===== src/rtl/keyboard_pkg.sv =====
// Shared constants, state encodings and per-player key helpers for the PS/2 keycode decoder.
package keyboard_pkg;

  localparam logic [7:0] HID_A     = 8'h04;
  localparam logic [7:0] HID_D     = 8'h07;
  localparam logic [7:0] HID_W     = 8'h1A;
  localparam logic [7:0] HID_LEFT  = 8'h50;
  localparam logic [7:0] HID_RIGHT = 8'h4F;
  localparam logic [7:0] HID_UP    = 8'h52;

  localparam logic [7:0] SC_A      = 8'h1C;
  localparam logic [7:0] SC_D      = 8'h23;
  localparam logic [7:0] SC_W      = 8'h1D;
  localparam logic [7:0] SC_LEFT   = 8'h6B;
  localparam logic [7:0] SC_RIGHT  = 8'h74;
  localparam logic [7:0] SC_UP     = 8'h75;

  localparam logic [7:0] SC_PFX_EXT = 8'hE0;
  localparam logic [7:0] SC_PFX_BRK = 8'hF0;

  localparam logic [1:0] KEY_LEFT  = 2'd0;
  localparam logic [1:0] KEY_RIGHT = 2'd1;
  localparam logic [1:0] KEY_JUMP  = 2'd2;

  typedef enum logic [1:0] {RX_IDLE, RX_DATA, RX_PARITY, RX_STOP} rx_state_e;
  typedef enum logic [1:0] {ST_NORM, ST_EXT, ST_BRK, ST_EXTBRK} sc_state_e;

  typedef struct packed {
    logic [2:0] held;    // {jump, right, left}
    logic [1:0] recent;  // key index of the most recent make
  } player_t;

  function automatic player_t apply_key(player_t p, logic [1:0] k, logic make);
    player_t    r;
    logic [2:0] sel;
    r   = p;
    sel = 3'(1) << k;
    if (make) begin
      r.held   = p.held | sel;
      r.recent = k;
    end else begin
      r.held = p.held & ~sel;
    end
    return r;
  endfunction

  // Most recent key wins while held; otherwise fixed priority jump > left > right.
  function automatic logic [7:0] resolve_key(player_t p, logic [7:0] u_left,
                                             logic [7:0] u_right, logic [7:0] u_jump);
    logic [2:0] sel;
    sel = 3'(1) << p.recent;
    if ((p.held & sel) != 3'b000) begin
      case (p.recent)
        KEY_LEFT:  return u_left;
        KEY_RIGHT: return u_right;
        default:   return u_jump;
      endcase
    end
    if (p.held[2]) return u_jump;
    if (p.held[0]) return u_left;
    if (p.held[1]) return u_right;
    return 8'h00;
  endfunction

endpackage


===== src/rtl/ps2_rx.sv =====
// PS/2 byte receiver: input synchronizers, frame FSM and inactivity timeout.
// Odd-parity checking is enabled by defining PS2_PARITY_CHECK_EN.
module ps2_rx
  import keyboard_pkg::*;
#(
  parameter int unsigned TIMEOUT_CYCLES = 50000,
  parameter int unsigned SYNC_STAGES    = 2
) (
  input  logic       Clk,
  input  logic       Reset_n,
  input  logic       PS2_CLK,
  input  logic       PS2_DAT,
  output logic [7:0] rx_byte,
  output logic       rx_valid,
  output logic       rx_err
);

  localparam int unsigned CNT_W = $clog2(TIMEOUT_CYCLES + 1);
  localparam logic [CNT_W-1:0] CNT_MAX = CNT_W'(TIMEOUT_CYCLES);

  logic [SYNC_STAGES-1:0] clk_sync_q, clk_sync_d, dat_sync_q, dat_sync_d;
  logic                   clk_old_q, clk_old_d;
  rx_state_e              state_q, state_d;
  logic [2:0]             bit_cnt_q, bit_cnt_d;
  logic [7:0]             shift_q, shift_d;
  logic                   parity_q, parity_d;
  logic [CNT_W-1:0]       idle_cnt_q, idle_cnt_d;
  logic [7:0]             rx_byte_q, rx_byte_d;
  logic                   rx_valid_q, rx_valid_d;
  logic                   rx_err_q, rx_err_d;

  logic ps2_clk_s, ps2_dat_s, fall, parity_ok;

  assign ps2_clk_s = clk_sync_q[SYNC_STAGES-1];
  assign ps2_dat_s = dat_sync_q[SYNC_STAGES-1];
  assign fall      = clk_old_q & ~ps2_clk_s;

`ifdef PS2_PARITY_CHECK_EN
  assign parity_ok = ^{shift_q, parity_q};
`else
  logic unused_parity;
  assign unused_parity = parity_q;
  assign parity_ok     = 1'b1;
`endif

  always_comb begin
    clk_sync_d    = clk_sync_q;
    dat_sync_d    = dat_sync_q;
    clk_sync_d[0] = PS2_CLK;
    dat_sync_d[0] = PS2_DAT;
    for (int i = 1; i < int'(SYNC_STAGES); i++) begin
      clk_sync_d[i] = clk_sync_q[i-1];
      dat_sync_d[i] = dat_sync_q[i-1];
    end
    clk_old_d = ps2_clk_s;
  end

  // Frame FSM; the idle counter saturates and only matters outside RX_IDLE.
  always_comb begin
    state_d    = state_q;
    bit_cnt_d  = bit_cnt_q;
    shift_d    = shift_q;
    parity_d   = parity_q;
    rx_byte_d  = rx_byte_q;
    rx_valid_d = 1'b0;
    rx_err_d   = 1'b0;
    idle_cnt_d = (idle_cnt_q == CNT_MAX) ? idle_cnt_q : idle_cnt_q + CNT_W'(1);

    if (fall) begin
      idle_cnt_d = '0;
      unique case (state_q)
        RX_IDLE: begin
          if (!ps2_dat_s) begin
            state_d   = RX_DATA;
            bit_cnt_d = 3'd0;
          end else begin
            rx_err_d = 1'b1;
          end
        end
        RX_DATA: begin
          shift_d[bit_cnt_q] = ps2_dat_s;
          bit_cnt_d          = bit_cnt_q + 3'd1;
          if (bit_cnt_q == 3'd7) state_d = RX_PARITY;
        end
        RX_PARITY: begin
          parity_d = ps2_dat_s;
          state_d  = RX_STOP;
        end
        RX_STOP: begin
          state_d = RX_IDLE;
          if (ps2_dat_s && parity_ok) begin
            rx_byte_d  = shift_q;
            rx_valid_d = 1'b1;
          end else begin
            rx_err_d = 1'b1;
          end
        end
        default: state_d = RX_IDLE;
      endcase
    end else if (state_q != RX_IDLE && idle_cnt_q == CNT_MAX) begin
      state_d  = RX_IDLE;
      rx_err_d = 1'b1;
    end
  end

  always_ff @(posedge Clk or negedge Reset_n) begin
    if (!Reset_n) begin
      clk_sync_q <= '0;
      dat_sync_q <= '0;
      clk_old_q  <= 1'b0;
      state_q    <= RX_IDLE;
      bit_cnt_q  <= 3'd0;
      shift_q    <= 8'h00;
      parity_q   <= 1'b0;
      idle_cnt_q <= '0;
      rx_byte_q  <= 8'h00;
      rx_valid_q <= 1'b0;
      rx_err_q   <= 1'b0;
    end else begin
      clk_sync_q <= clk_sync_d;
      dat_sync_q <= dat_sync_d;
      clk_old_q  <= clk_old_d;
      state_q    <= state_d;
      bit_cnt_q  <= bit_cnt_d;
      shift_q    <= shift_d;
      parity_q   <= parity_d;
      idle_cnt_q <= idle_cnt_d;
      rx_byte_q  <= rx_byte_d;
      rx_valid_q <= rx_valid_d;
      rx_err_q   <= rx_err_d;
    end
  end

  assign rx_byte  = rx_byte_q;
  assign rx_valid = rx_valid_q;
  assign rx_err   = rx_err_q;

endmodule


===== src/rtl/ps2_keycode_decoder.sv =====
// PS/2 set-2 decoder for two players: scancode FSM, held-key masks and HID keycode outputs.
// Build option PS2_PARITY_CHECK_EN enables odd-parity checking in the receiver.
module ps2_keycode_decoder
  import keyboard_pkg::*;
#(
  parameter int unsigned TIMEOUT_CYCLES = 50000,
  parameter int unsigned SYNC_STAGES    = 2
) (
  input  logic       Clk,
  input  logic       Reset_n,
  input  logic       PS2_CLK,
  input  logic       PS2_DAT,
  output logic [7:0] fireboy_keycode,
  output logic [7:0] icegirl_keycode,
  output logic       key_event,
  output logic       frame_err
);

  logic [7:0] rx_byte;
  logic       rx_valid, rx_err;

  ps2_rx #(
    .TIMEOUT_CYCLES(TIMEOUT_CYCLES),
    .SYNC_STAGES   (SYNC_STAGES)
  ) u_rx (
    .Clk     (Clk),
    .Reset_n (Reset_n),
    .PS2_CLK (PS2_CLK),
    .PS2_DAT (PS2_DAT),
    .rx_byte (rx_byte),
    .rx_valid(rx_valid),
    .rx_err  (rx_err)
  );

  sc_state_e  sc_q, sc_d;
  player_t    fb_q, fb_d, ig_q, ig_d;
  logic [7:0] fb_code_q, fb_code_d, ig_code_q, ig_code_d;
  logic       key_event_q, key_event_d, frame_err_q, frame_err_d;
  logic       key_act, key_ext, key_make;

  // Scancode FSM: prefixes only move state; any other byte is a make or break.
  always_comb begin
    sc_d     = sc_q;
    key_act  = 1'b0;
    key_ext  = 1'b0;
    key_make = 1'b0;
    if (rx_valid) begin
      sc_d = ST_NORM;
      unique case (sc_q)
        ST_NORM: begin
          if (rx_byte == SC_PFX_EXT)      sc_d = ST_EXT;
          else if (rx_byte == SC_PFX_BRK) sc_d = ST_BRK;
          else begin
            key_act  = 1'b1;
            key_make = 1'b1;
          end
        end
        ST_EXT: begin
          if (rx_byte == SC_PFX_BRK) sc_d = ST_EXTBRK;
          else begin
            key_act  = 1'b1;
            key_ext  = 1'b1;
            key_make = 1'b1;
          end
        end
        ST_BRK: key_act = 1'b1;
        ST_EXTBRK: begin
          key_act = 1'b1;
          key_ext = 1'b1;
        end
        default: sc_d = ST_NORM;
      endcase
    end
  end

  always_comb begin
    fb_d = fb_q;
    ig_d = ig_q;
    if (key_act) begin
      if (!key_ext) begin
        case (rx_byte)
          SC_A:    fb_d = apply_key(fb_q, KEY_LEFT, key_make);
          SC_D:    fb_d = apply_key(fb_q, KEY_RIGHT, key_make);
          SC_W:    fb_d = apply_key(fb_q, KEY_JUMP, key_make);
          default: ;
        endcase
      end else begin
        case (rx_byte)
          SC_LEFT:  ig_d = apply_key(ig_q, KEY_LEFT, key_make);
          SC_RIGHT: ig_d = apply_key(ig_q, KEY_RIGHT, key_make);
          SC_UP:    ig_d = apply_key(ig_q, KEY_JUMP, key_make);
          default:  ;
        endcase
      end
    end
    fb_code_d   = resolve_key(fb_d, HID_A, HID_D, HID_W);
    ig_code_d   = resolve_key(ig_d, HID_LEFT, HID_RIGHT, HID_UP);
    key_event_d = (fb_code_d != fb_code_q) || (ig_code_d != ig_code_q);
    frame_err_d = rx_err;
  end

  always_ff @(posedge Clk or negedge Reset_n) begin
    if (!Reset_n) begin
      sc_q        <= ST_NORM;
      fb_q        <= '0;
      ig_q        <= '0;
      fb_code_q   <= 8'h00;
      ig_code_q   <= 8'h00;
      key_event_q <= 1'b0;
      frame_err_q <= 1'b0;
    end else begin
      sc_q        <= sc_d;
      fb_q        <= fb_d;
      ig_q        <= ig_d;
      fb_code_q   <= fb_code_d;
      ig_code_q   <= ig_code_d;
      key_event_q <= key_event_d;
      frame_err_q <= frame_err_d;
    end
  end

  assign fireboy_keycode = fb_code_q;
  assign icegirl_keycode = ig_code_q;
  assign key_event       = key_event_q;
  assign frame_err       = frame_err_q;

endmodule


===== config.mk =====
export PLATFORM = sky130hd
export DESIGN_NAME = ps2_keycode_decoder
export DESIGN_NICKNAME = d
export VERILOG_FILES = /design/src/rtl/keyboard_pkg.sv /design/src/rtl/ps2_rx.sv /design/src/rtl/ps2_keycode_decoder.sv
export SDC_FILE = /design/constraint.sdc
export NUM_CORES = 1
export LEC_CHECK = 0
export CORE_MARGIN = 2
export CORE_UTILIZATION = 59
export DETAILED_ROUTE_END_ITERATION = 12
export PLACE_DENSITY = 0.79
export SLEW_MARGIN = 20
export SYNTH_ARGS = -nofsm -noshare
export SYNTH_HDL_FRONTEND = slang
export SYNTH_HIERARCHICAL = 1
export SYNTH_SLANG_ARGS = --single-unit

===== constraint.sdc =====
create_clock -name Clk -period 3.2 [get_ports Clk]
set_clock_uncertainty 0.1 [all_clocks]
set_input_delay 0.64 -clock Clk [delete_from_list [all_inputs] [get_ports Clk]]
set_output_delay 0.64 -clock Clk [all_outputs]
set_load 0.005 [all_outputs]

## After elaboration in Yosys (flattened, before gate mapping)

Index checks and enable logic that the tools add are counted.

| word-level totals | value |
|---|---|
| register bits | 74 |
| input port bits | 4 |
| word-level logic and storage cells | 157 |

| operators by class | value |
|---|---|
| $add $sub $neg | 2 |
| magnitude comparators | 2 |
| equality and inequality tests | 24 |
| shifts and indexed selects | 2 |
| mux-type cells | 87 |
| bitwise gates (word level) | 4 |
| reductions and logical operators | 17 |

Operators with widths:

| operator | count |
|---|---|
| $mux W8 | 16 |
| $mux W1 | 34 |
| $mux W16 | 2 |
| $mux W2 | 15 |
| $pmux W5 S3 | 2 |
| $eq A8 B7 Y1 const B | 3 |
| $mux W5 | 4 |
| $pmux W5 S2 | 2 |
| $add A16 B1 Y16 const B | 1 |
| $eq A16 B16 Y1 const B | 1 |
| $eq A8 B5 Y1 const B | 2 |
| $eq A8 B8 Y1 const B | 2 |
| $ne A8 B8 Y1 | 2 |
| $mux W3 | 3 |
| $reduce_and A3 Y1 | 3 |
| $bwmux W8 | 1 |
| $eq A2 B1 Y1 const B | 4 |
| $eq A2 B2 Y1 const B | 4 |
| $eq A8 B6 Y1 const B | 1 |
| $logic_not A2 Y1 | 4 |
| $pmux W2 S4 | 1 |
| $and A3 B3 Y3 | 2 |
| $ne A3 B3 Y1 const B | 2 |
| $pmux W1 S2 | 3 |
| 19 further kinds | 24 |

## Logic depth before layout (Yosys ltp)

Gate-level depths: netlist of run 1.

| depth | value |
|---|---|
| depth after elaboration | 25 |
| mapped depth | 9 |

## Hierarchy

The synthesis of run 1 kept the hierarchy.

By module, submodules not included:

| module | times used | cells an instance | area each (sq um) | sequential area each (sq um) |
|---|---|---|---|---|
| ps2_rx | 1 | 181 | 2,067.0 | 1,101.1 |
| ps2_keycode_decoder | 1 | 146 | 1,451.4 | 550.5 |

## Worst setup path before layout of run 1

Ideal clock, no wire load.

| timing | value |
|---|---|
| kind | register to register |
| start point | reg u_rx.rx_byte_q[5] (netlist: u_rx/rx_byte[5]) |
| end point | reg key_event_q (netlist: key_event) |
| setup time | 132 ps |
| arrival | 2,284 ps |
| data required time | 2,968 ps |
| setup slack | 684 ps |
| stages on the path, launching flop included | 9 |
| clock period less this slack | 2,516 ps |
| path through | dfrtp_1 or4b_4 o41a_1 a31oi_4 inv_2 nor4_4 or4_1 and4b_1 nand4_1 |

RTL lines:

| item | RTL line | RTL |
|---|---|---|
| from (decl) | ps2_rx.sv:28 | `logic [7:0] rx_byte_q, rx_byte_d;` |
| from (signal assigned) | ps2_rx.sv:128 | `rx_byte_q <= rx_byte_d;` |
| to (signal assigned) | ps2_keycode_decoder.sv:117 | `key_event_q <= key_event_d;` |
| to (decl) | ps2_keycode_decoder.sv:38 | `logic key_event_q, key_event_d, frame_err_q, frame_err_d;` |

## Final worst setup path of run 1

| timing | value |
|---|---|
| start point | reg u_rx.rx_byte_q[0] (netlist: u_rx/rx_byte[0]) |
| end point | reg key_event_q (netlist: key_event) |

| on the way | value |
|---|---|
| cells in the longest elaborated chain, start to end | 21 |
| elaborated cells between the ends (all ways) | 85 |
| those cells by class | eq/ne (12); shift (2); mux (64); bitwise (2); reduce/logical (5) |

Ends and longest elaborated chain:

| item | RTL line | RTL |
|---|---|---|
| $eq A8 B8 Y1 | ps2_keycode_decoder.sv:52, ps2_keycode_decoder.sv:59 |  |
| $mux W1 | ps2_keycode_decoder.sv:52, ps2_keycode_decoder.sv:59 |  |
| $mux W1 | ps2_keycode_decoder.sv:51 | `if (rx_byte == SC_PFX_EXT) sc_d = ST_EXT;` |
| $pmux W1 S2 | ps2_keycode_decoder.sv:49 | `unique case (sc_q)` |
| $mux W1 | ps2_keycode_decoder.sv:47 | `if (rx_valid) begin` |
| $mux W2 | keyboard_pkg.sv:38 | `if (make) begin` |
| $pmux W5 S3, on equally long branches | ps2_keycode_decoder.sv:81, ps2_keycode_decoder.sv:88 |  |
| $mux W5 | ps2_keycode_decoder.sv:80 | `if (!key_ext) begin` |
| [6 not listed] | -- |  |
| $mux W8 | keyboard_pkg.sv:61 | `if (p.held[1]) return u_right;` |
| $mux W8 | keyboard_pkg.sv:62 | `return 8'h00;` |
| $mux W8 | keyboard_pkg.sv:61 |  |
| $mux W8 | keyboard_pkg.sv:60 | `if (p.held[0]) return u_left;` |
| $mux W8 | keyboard_pkg.sv:59 | `if (p.held[2]) return u_jump;` |
| $ne A8 B8 Y1 | ps2_keycode_decoder.sv:98 | `key_event_d = (fb_code_d != fb_code_q) \|\| (ig_code_d != ig_code_q);` |
| $logic_or A1 B1 Y1 * | ps2_keycode_decoder.sv:98 |  |
| net key_event_d | ps2_keycode_decoder.sv:38 |  |

Mark *: on every way through the listed nets, which the timed path passes. The rest lies on a longest branch. The select of a mux whose other input is x is not followed.
A chain may end at the register's enable or synchronous reset.

==> results of run 1 <==
==> registers in the layout, indices dropped and copies added (netlist names) <==
register / count
u_rx/shift_q: 8
u_rx/clk_old_q: 1
ig_q: 5
u_rx/idle_cnt_q: 16
u_rx/clk_sync_q: 2
u_rx/rx_err: 1
u_rx/rx_byte: 8
key_event: 1
sc_q: 2
u_rx/dat_sync_q: 2
u_rx/bit_cnt_q: 3
fb_q: 5
icegirl_keycode: 4
u_rx/state_q: 2
u_rx/rx_valid: 1
frame_err: 1
fireboy_keycode: 4
==> per-layer routing <==
| layer | vias to the layer above | share of wire [%] |
|---|---|---|
| met4 | 0 | 0.91 |
| met3 | 6 | 3.1 |
| met1 | 1200 | 46 |
| met5 | - | 0 |
| li1 | 1227 | - |
| met2 | 46 | 50 |
==> worst max path at each step <==
stage / from / end / cells after the start
after detailed placement: u_rx/rx_byte[0] / key_event / 7
after floorplan: u_rx/rx_byte[5] / key_event / 8
after global routing: u_rx/rx_byte[0] / key_event / 7
final: u_rx/rx_byte[0] / key_event / 7
after global placement: u_rx/rx_byte[0] / key_event / 7
after CTS: u_rx/rx_byte[0] / key_event / 7
==> power groups by stage <==
stage / clock [mW] / combinational [mW] / sequential (mW)
finish: 0.695 / 0.438 / 1.15
global route: 0.754 / 0.495 / 1.17
CTS: 0.716 / 0.441 / 1.14
detailed placement: 0 / 0.440 / 1.16
global placement: 0 / 0.413 / 1.15
floorplan: 0 / 0.399 / 1.08
==> cell families after synthesis <==
group / synth area share, %
AO/OA/AOI/OAI: 13.3
XOR/XNOR: 2.99
adder cells (fa/ha/maj): 2.85
buffers and inverters: 4.52
flip-flops: 46.9
multiplexers: 6.83
other: 0.107
AND/OR/NAND/NOR: 22.5
==> layout make-up <==
type	count	area [um^2]	area share [%]
Multi-Input combinational cell	232	1720	44.0
Sequential cell	66	1650	42.2
Timing Repair Buffer	19	178	4.54
Clock buffer	14	163	4.15
Tap cell	75	93.8	2.40
Inverter	19	71.3	1.82
Clock inverter	2	35.0	0.895
==> metrics by stage <==
| step | power, mW | hold WS (ns) |
|---|---|---|
| after floorplan | 1.48 | 0.231 |
| after global placement | 1.56 | 0.235 |
| after detailed placement | 1.60 | 0.236 |
| after CTS | 2.30 | 0.240 |
| after global routing | 2.42 | 0.259 |
| final | 2.28 | 0.225 |
==> layout by cell type, fill, tap and decap left out, types with 9 or more instances in the layout <==
| master | count |
|---|---|
| a21oi_1 | 11 |
| clkbuf_8 | 11 |
| clkdlybuf4s50_1 | 15 |
| dfrtp_1 | 66 |
| inv_1 | 18 |
| mux2_2 | 16 |
| nand2_1 | 25 |
| nand3_1 | 15 |
| nor2_1 | 22 |
| xnor2_1 | 9 |
==> critical path: stages (launching register included) <==
cell and delay [ns]:
dfrtp_1 0.58, nand4bb_1 0.34, or4b_1 0.63, a21oi_1 0.17
o21ai_1 0.11, a2111oi_0 0.48, o32a_1 0.22, nand4_1 0.07
==> flow_summary.json, run 1 <==
{
  "outcome": "complete, no violations",
  "design_area_mm2": 0.00392,
  "synth_top_cell_by_area": "dfrtp_1",
  "wl_per_cell_um": 14.9,
  "cts_resized": 0,
  "place_ws_ns": 0.417,
  "critical_path.endpoint_type": "flip-flop",
  "synth_async_sr_flop_share_pct": 100,
  "drv_cap": 0,
  "timing.rr.end": "key_event",
  "clkTransAtPathRegs_ns": 0.07,
  "fin_util_pct": 66.9,
  "clockPowerShare_pct": 30.5,
  "cts_buffer_depth": 2,
  "rr_startpoint": "u_rx/rx_byte[0]",
  "dr.first_iter.drc_count": 156,
  "vias_per_cell": 5.81,
  "clock-sinks": 66,
  "crit_fanout": 11,
  "min_period_ns": 2.83,
  "drv_slew": 0,
  "cp.required_ns": 3.30,
  "reg2reg_slack_ns": 0.37,
  "grt_pass1_vias": 2463,
  "syn_area_mm2": 0.00352,
  "met2_usage_pct": 35.9,
  "ys_seq_area_share_pct": 46.9,
  "dp.cells": 411,
  "p_per_area_mw_per_mm2": 582,
  "arrival_ns": 2.93,
  "ys.flop_type": "dfrtp_1",
  "clock-root-buffer": "clkbuf_8",
  "min_path_type": "input pin to async pin",
  "drtAntennaViolNets": 0,
  "ctsHoldBuffers": 0,
  "ys.warnings.count": 6,
  "finalHoldViolations": 0,
  "numCtsBuffers": 9,
  "core_mm2": 0.00585,
  "die-area_mm2": 0.00660,
  "io_pins": 22,
  "synth_top_area_share_pct": 46.9,
  "firstDrtPassIters": 4,
  "grt_usage_pct": 21.9,
  "grt_pass1_wl_mm": 11.0,
  "synth_edf_count": 0,
  "grt.busiest_layer": "met2",
  "antenna_found_initial": 0,
  "n_antenna_cell": 0,
  "initial_core_util_pct": 60.1,
  "cts_tree": "yes",
  "grt.overflow.total": 0,
  "min_period_over_period_pct": 88.4,
  "crit_type": "flip-flop to flip-flop",
  "nFillCells": 459,
  "fp.dieW_um": 81.2,
  "vias": 2479,
  "synth_common_cells": "66 x dfrtp_1, 25 x nand2_1, 22 x nor2_1",
  "internal_power_mw": 1.59,
  "num-nets-final": 359,
  "synth.area.top_cells": "dfrtp_1 47%, mux2_2 5.1%, ha_1 2.8%",
  "clock_latency_ns": 0.33,
  "grt_use_met1_pct": 27.7,
  "dp_hpwl_mm": 4.59,
  "area_delta_synth_final_pct": 11.3,
  "cts-htree-levels": 3,
  "placed_area_mm2": 0.00372,
  "place.gp.congestion": 0.827,
  "grt_use_met3_pct": 5.89,
  "numPortBuffers": 16,
  "synth_cell_type_count": 76,
  "synth.avg_cell_area_um2": 10.8,
  "fmax_mhz": 353,
  "cts_setup_buffers": 0,
  "ir_worst_vdd_v": 0.000422,
  "reg2regPathDepth": 7,
  "fin_ws_ns": 0.370,
  "die_h_um": 81.2,
  "worstMarginPinSlew_ns": 0.600,
  "synth_seq_cells": 66,
  "swShare_pct": 30.2,
  "power_frac_comb_pct": 19.2,
  "p_seq_share_pct": 50.3,
  "num_rows": 28,
  "fin_cells": 427,
  "finalSetupViolations": 0,
  "yosysMostFrequentCell": "dfrtp_1",
  "p_switching_mw": 0.688,
  "timing.setup.tns_ns": 0,
  "rsz0062_at_grt": "no",
  "drcViolationCount": 0,
  "timing.slew.headroom_pct": 58.9,
  "start_kind": "flip-flop",
  "grt_max_degree": 30,
  "syn-instance-count": 327,
  "power.leakage_nw": 1.78,
  "drive_gt1_share_pct": 15.9,
  "totalWireLength_mm": 6.35
}
Note: power is estimated with default switching activity, not from simulation.
==> inputs of run 2 (changes only) <==
--- a/config.mk
+++ b/config.mk
@@ -5,6 +5,7 @@
 export SDC_FILE = /design/constraint.sdc
 export NUM_CORES = 1
 export LEC_CHECK = 0
+export CORE_ASPECT_RATIO = 0.5
 export CORE_MARGIN = 2
 export CORE_UTILIZATION = 59
 export DETAILED_ROUTE_END_ITERATION = 12
==> run 2 against run 1 <==
  * Register-to-register slack worse by 0.02 ns
  * Largest power group unchanged
  * Core utilization rose by 4.5 points
  * Global-route usage up 0.14 points
  * The flow now finishes with violations (DRC)
  * Worst setup slack worse by 0.017 ns
  * Clock power is 34% higher
  * Sequential share of layout area down 0.96 points
  * Cell area up 2.3%
  * Via count rose by 2.5%
==> flow_summary.json, run 2 (same netlist as run 1, synthesis figures left out) <==
{
  "outcome": "finished with violations",
  "violations": "DRC",
  "dp_hpwl_mm": 4.69,
  "grt_usage_pct": 22.1,
  "min_period_ns": 2.85,
  "arrival_ns": 2.94,
  "drv_slew": 0,
  "cp_cell_sequence": "nand4bb_1 -> or4b_1 -> a21oi_1 -> o21ai_1 -> a2111oi_0 -> o32a_1 -> nand4_1",
  "initial_core_util_pct": 62.7,
  "nFillCells": 393,
  "slowest_stage": "or4b_1",
  "rsz0062_at_grt": "no",
  "p_per_area_mw_per_mm2": 634,
  "crit_fanout": 11,
  "cts_tree": "yes",
  "die_h_um": 58.6,
  "cp_top_family": "simple AND/OR/NAND/NOR gates",
  "min_path_type": "flip-flop to flip-flop",
  "place.gp.congestion": 0.869,
  "final_cell_mix": "66 x dfrtp_1, 25 x nand2_1, 22 x nor2_1, 18 x inv_1, 16 x mux2_2",
  "cts_setup_buffers": 0,
  "timing.setup.tns_ns": 0,
  "clock-sinks": 66,
  "finalHoldWorstSlack_ns": 0.247,
  "antenna_found_initial": 0,
  "dp.cells": 408,
  "grt_pass1_wl_mm": 11.4,
  "clockPowerShare_pct": 36.8,
  "start_kind": "flip-flop",
  "internal_power_mw": 1.81,
  "cp.required_ns": 3.29,
  "min_period_over_period_pct": 89.0,
  "finalSetupViolations": 0,
  "critical_path.endpoint_type": "flip-flop",
  "grt.overflow.total": 0,
  "drv_cap": 0,
  "core_mm2": 0.00561,
  "timing.slew.headroom_pct": 49.8,
  "clock_latency_ns": 0.31,
  "cts-htree-levels": 3,
  "worstMarginPinSlew_ns": 0.753,
  "totalWireLength_mm": 6.81,
  "drive_gt1_share_pct": 15.7,
  "mostFrequentLayoutCell": "dfrtp_1",
  "num-nets-final": 358,
  "fp.dieW_um": 113,
  "swShare_pct": 28.7,
  "fmax_mhz": 351,
  "num_rows": 19,
  "numPortBuffers": 16,
  "io_pins": 22,
  "finalHoldViolations": 0,
  "fin_cells": 423,
  "p_switching_mw": 0.729,
  "vias_per_cell": 6.01,
  "largest_reg_flops": 16,
  "ctsHoldBuffers": 0,
  "clkTransAtPathRegs_ns": 0.05,
  "grt_pass1_vias": 2423,
  "area_delta_synth_final_pct": 13.9,
  "drtAntennaViolNets": 0,
  "largest_register": "u_rx/idle_cnt_q",
  "firstDrtPassIters": 8,
  "drcViolationCount": 5,
  "grt_max_degree": 36,
  "vias": 2541,
  "clock-root-buffer": "clkbuf_16",
  "numCtsBuffers": 9,
  "power_frac_comb_pct": 17.9,
  "wl_per_cell_um": 16.1,
  "die-area_mm2": 0.00663,
  "p_seq_share_pct": 45.3,
  "cts_buffer_depth": 2,
  "worst_path_largest_cell_delay_ns": 0.62,
  "crit_type": "flip-flop to flip-flop",
  "critPathBufInv": 0,
  "power.leakage_nw": 1.82,
  "ir_worst_vdd_v": 0.000306,
  "n_antenna_cell": 0,
  "dr.first_iter.drc_count": 173,
  "cts_resized": 0
}
run 2: cell types whose count changed in the layout (fill, tap and decap cells not counted):
cell | before | now
clkinv_2 | 1 | 2
clkbuf_8 | 11 | 1
clkbuf_1 | 3 | 2
buf_12 | 0 | 1
clkbuf_16 | 0 | 9
buf_4 | 3 | 1
run 2: through the flow:
stage                     worst slack, ns  util, %  total power [mW]  cell area [um^2]
after detailed placement            0.381     66.3              1.60              3720
after floorplan                     0.684        -              1.48              3530
final                               0.353     71.4              2.54              4010
after CTS                           0.358     71.4              2.56              4010
after global placement              0.565     66.3              1.56              3720
after global routing               0.0950     71.4              2.68              4010
run 2: layout make-up:
class / count / area [um^2] / area share [%]
sequential: 66 / 1650 / 41.2
tap: 73 / 91.3 / 2.28
multi-input combinational: 232 / 1720 / 43.0
clock buffer: 12 / 246 / 6.15
clock inverter: 3 / 40.0 / 0.999
timing repair buffer: 18 / 183 / 4.56
inverter: 19 / 71.3 / 1.78
run 2: path summary, 6_finish.rpt:
check	from	endpoint	depth (start not counted)	slack, ns
max	u_rx/rx_byte[0]	key_event	7	0.35
min reg2reg	u_rx/clk_sync_q[0]	u_rx/clk_sync_q[1]	0	0.25
min in group asynchronous	Reset_n	u_rx/clk_sync_q[0]	1	0.29
max in group asynchronous	Reset_n	sc_q[1]	2	2.06
max reg2reg	u_rx/rx_byte[0]	key_event	7	0.35
min	u_rx/clk_sync_q[0]	u_rx/clk_sync_q[1]	0	0.25
run 2: power groups by stage:
| stage | Combinational, mW | Clock (mW) | Sequential, mW |
|---|---|---|---|
| after floorplan | 0.399 | 0 | 1.08 |
| after global placement | 0.414 | 0 | 1.14 |
| after detailed placement | 0.441 | 0 | 1.16 |
| after CTS | 0.457 | 0.956 | 1.15 |
| after global routing | 0.506 | 0.995 | 1.18 |
| final | 0.453 | 0.934 | 1.15 |
run 2: layer usage:
metal,wire [um],part of all wire [%],up-vias,track usage [%]
li1,-,-,1222,-
met3,232,3.4,12,6.59
met2,3380,50,49,37.9
met5,0,0,-,0
met4,85,1.2,0,8.19
met1,3110,46,1258,27.2
run 2: worst reg2reg max path, delay by kind of cell, from the launching register on:
family,cells,cell delay (ns)
compound gates,4,1.01
flops,1,0.57
simple gates,3,1.03
==> inputs of run 3 (changes only) <==
--- a/config.mk
+++ b/config.mk
@@ -5,11 +5,13 @@
 export SDC_FILE = /design/constraint.sdc
 export NUM_CORES = 1
 export LEC_CHECK = 0
+export CELL_PAD_IN_SITES_DETAIL_PLACEMENT = 1
+export CELL_PAD_IN_SITES_GLOBAL_PLACEMENT = 1
 export CORE_ASPECT_RATIO = 0.5
 export CORE_MARGIN = 2
-export CORE_UTILIZATION = 59
+export CORE_UTILIZATION = 47
 export DETAILED_ROUTE_END_ITERATION = 12
-export PLACE_DENSITY = 0.79
+export PLACE_DENSITY_LB_ADDON = 0.1
 export SLEW_MARGIN = 20
 export SYNTH_ARGS = -nofsm -noshare
 export SYNTH_HDL_FRONTEND = slang
==> constraint.sdc (replaced) <==
create_clock -name Clk -period 2.7 [get_ports Clk]
set_clock_uncertainty 0.1 [all_clocks]
set_input_delay 0.54 -clock Clk [delete_from_list [all_inputs] [get_ports Clk]]
set_output_delay 0.54 -clock Clk [all_outputs]
set_load 0.005 [all_outputs]
==> run 3 against run 2 <==
  * The run now ends clean
  * Sequential share of layout area decreased by 0.93 points
  * Die area grew 24%
  * Total power increased by 20%
  * Core utilization is 15 points lower
  * Maximum frequency grew 10%
  * Sequential power is 17% higher
  * Via count increased by 1.3%
  * Cell area grew 2.4%
  * Flip-flop and latch count is the same
  * Final cell count increased by 7.3%
  * Largest cell class unchanged
  * Highest routed layer unchanged
==> flow_summary.json, run 3 (same netlist as run 1, synthesis figures left out) <==
{
  "cp-startpoint": "u_rx/rx_byte[7]",
  "timing.slew.headroom_pct": 56.8,
  "n_antenna_cell": 0,
  "num-nets-final": 365,
  "core_mm2": 0.00729,
  "ir_worst_vdd_v": 0.000310,
  "rr_startpoint": "u_rx/rx_byte[7]",
  "fin_ws_ns": 0.117,
  "final_cell_mix": "65 x dfrtp_1, 25 x nand2_1, 22 x nor2_1, 18 x inv_1, 16 x mux2_2",
  "drcViolationCount": 0,
  "grt.overflow.total": 0,
  "crit_fanout": 6,
  "wl_per_cell_um": 17.3,
  "p_per_area_mw_per_mm2": 740,
  "vias_per_cell": 5.67,
  "outcome": "complete, no violations",
  "vias": 2573,
  "drive_gt1_share_pct": 18.2,
  "fin_cells": 454,
  "dp_hpwl_mm": 5.61,
  "grt_usage_pct": 20.9,
  "die_h_um": 65.2,
  "crit_type": "flip-flop to flip-flop",
  "cts_buffer_depth": 2,
  "clkTransAtPathRegs_ns": 0.05,
  "clock-root-buffer": "clkbuf_16",
  "critical_path.endpoint_type": "flip-flop",
  "timing.setup.tns_ns": 0,
  "clock-sinks": 66,
  "numCtsBuffers": 9,
  "die-area_mm2": 0.00824,
  "largest_register": "u_rx/idle_cnt_q",
  "drv_cap": 0,
  "finalHoldViolations": 0,
  "grt_pass1_vias": 2767,
  "finalSetupViolations": 0,
  "clock_latency_ns": 0.33,
  "firstDrtPassIters": 4,
  "grt_max_degree": 42,
  "io_pins": 22,
  "totalWireLength_mm": 7.87,
  "cts-htree-levels": 3,
  "num_rows": 22,
  "area_delta_synth_final_pct": 16.6,
  "cp.required_ns": 2.86,
  "reg2regPathDepth": 7,
  "power.leakage_nw": 1.86,
  "initial_core_util_pct": 48.2,
  "min_path_type": "input pin to async pin",
  "cts_tree": "yes",
  "dp.cells": 438,
  "fp.dieW_um": 126,
  "start_kind": "flip-flop",
  "fmax_mhz": 387,
  "largest_reg_flops": 16,
  "worstMarginPinSlew_ns": 0.647,
  "place.gp.congestion": 0.821,
  "drtAntennaViolNets": 0,
  "drv_slew": 0,
  "numPortBuffers": 16,
  "min_period_over_period_pct": 95.7,
  "mostFrequentLayoutCell": "dfrtp_1",
  "rsz0062_at_grt": "no",
  "place_ws_ns": 0.0357,
  "grt_pass1_wl_mm": 13.5,
  "arrival_ns": 2.75,
  "dr.first_iter.drc_count": 141,
  "design_area_mm2": 0.00410,
  "min_period_ns": 2.58,
  "antenna_found_initial": 0,
  "placed_area_mm2": 0.00380,
  "cts_setup_buffers": 0
}
## run 3: path summary, 6_finish.rpt
check / endpoint / slack, ns
setup / recovery: key_event / 0.12
min in group Clk: u_rx/clk_sync_q[1] / 0.25
hold / removal: key_event / 0.13
hold reg to reg: u_rx/clk_sync_q[1] / 0.25
setup reg to reg: key_event / 0.12
max in group asynchronous: u_rx/rx_byte[2] / 1.71
## run 3: per-stage QoR
stage	utilization [%]	power, mW	hold slack (ns)
floorplan	-	1.75	0.144
CTS	56.0	3.07	0.143
global placement	52.1	1.89	0.235
finish	56.2	3.04	0.134
detailed placement	52.1	1.96	0.239
global route	56.2	3.23	0.170
## run 3: worst max-delay path, stage by stage, from the launching register on
cell	delay [ns]
dfrtp_1	0.42
or4b_4	0.56
o41ai_2	0.32
o31a_2	0.27
nor4_4	0.07
or4_1	0.49
and4b_1	0.20
nand4_1	0.08
## run 3: layout make-up
type	instances	area, um^2
fill	786	3190
multi-input combinational	232	1740
sequential	66	1650
clock buffer	14	274
timing repair buffer	25	235
tap	96	120
inverter	19	71.3
clock inverter	2	10.0
## run 3: metal layers
| metal | vias up | wire length (um) | global-route usage (%) | share of wire [%] |
|---|---|---|---|---|
| met4 | 0 | 131 | 8.52 | 1.7 |
| met3 | 15 | 265 | 5.37 | 3.4 |
| met2 | 48 | 3930 | 37.6 | 50 |
| li1 | 1230 | - | - | - |
| met1 | 1280 | 3550 | 24.3 | 45 |
| met5 | - | 0 | 0 | 0 |
## run 3: report_power, final
group	switching (mW)	internal, mW
Sequential	0.200	1.15
Combinational	0.310	0.291
Clock	0.396	0.693
## run 3: what timing repair did
action,4_1_cts,5_1_grt
hold buffers,0,0
gates resized for setup,0,3
endpoints found under the setup margin,0,1
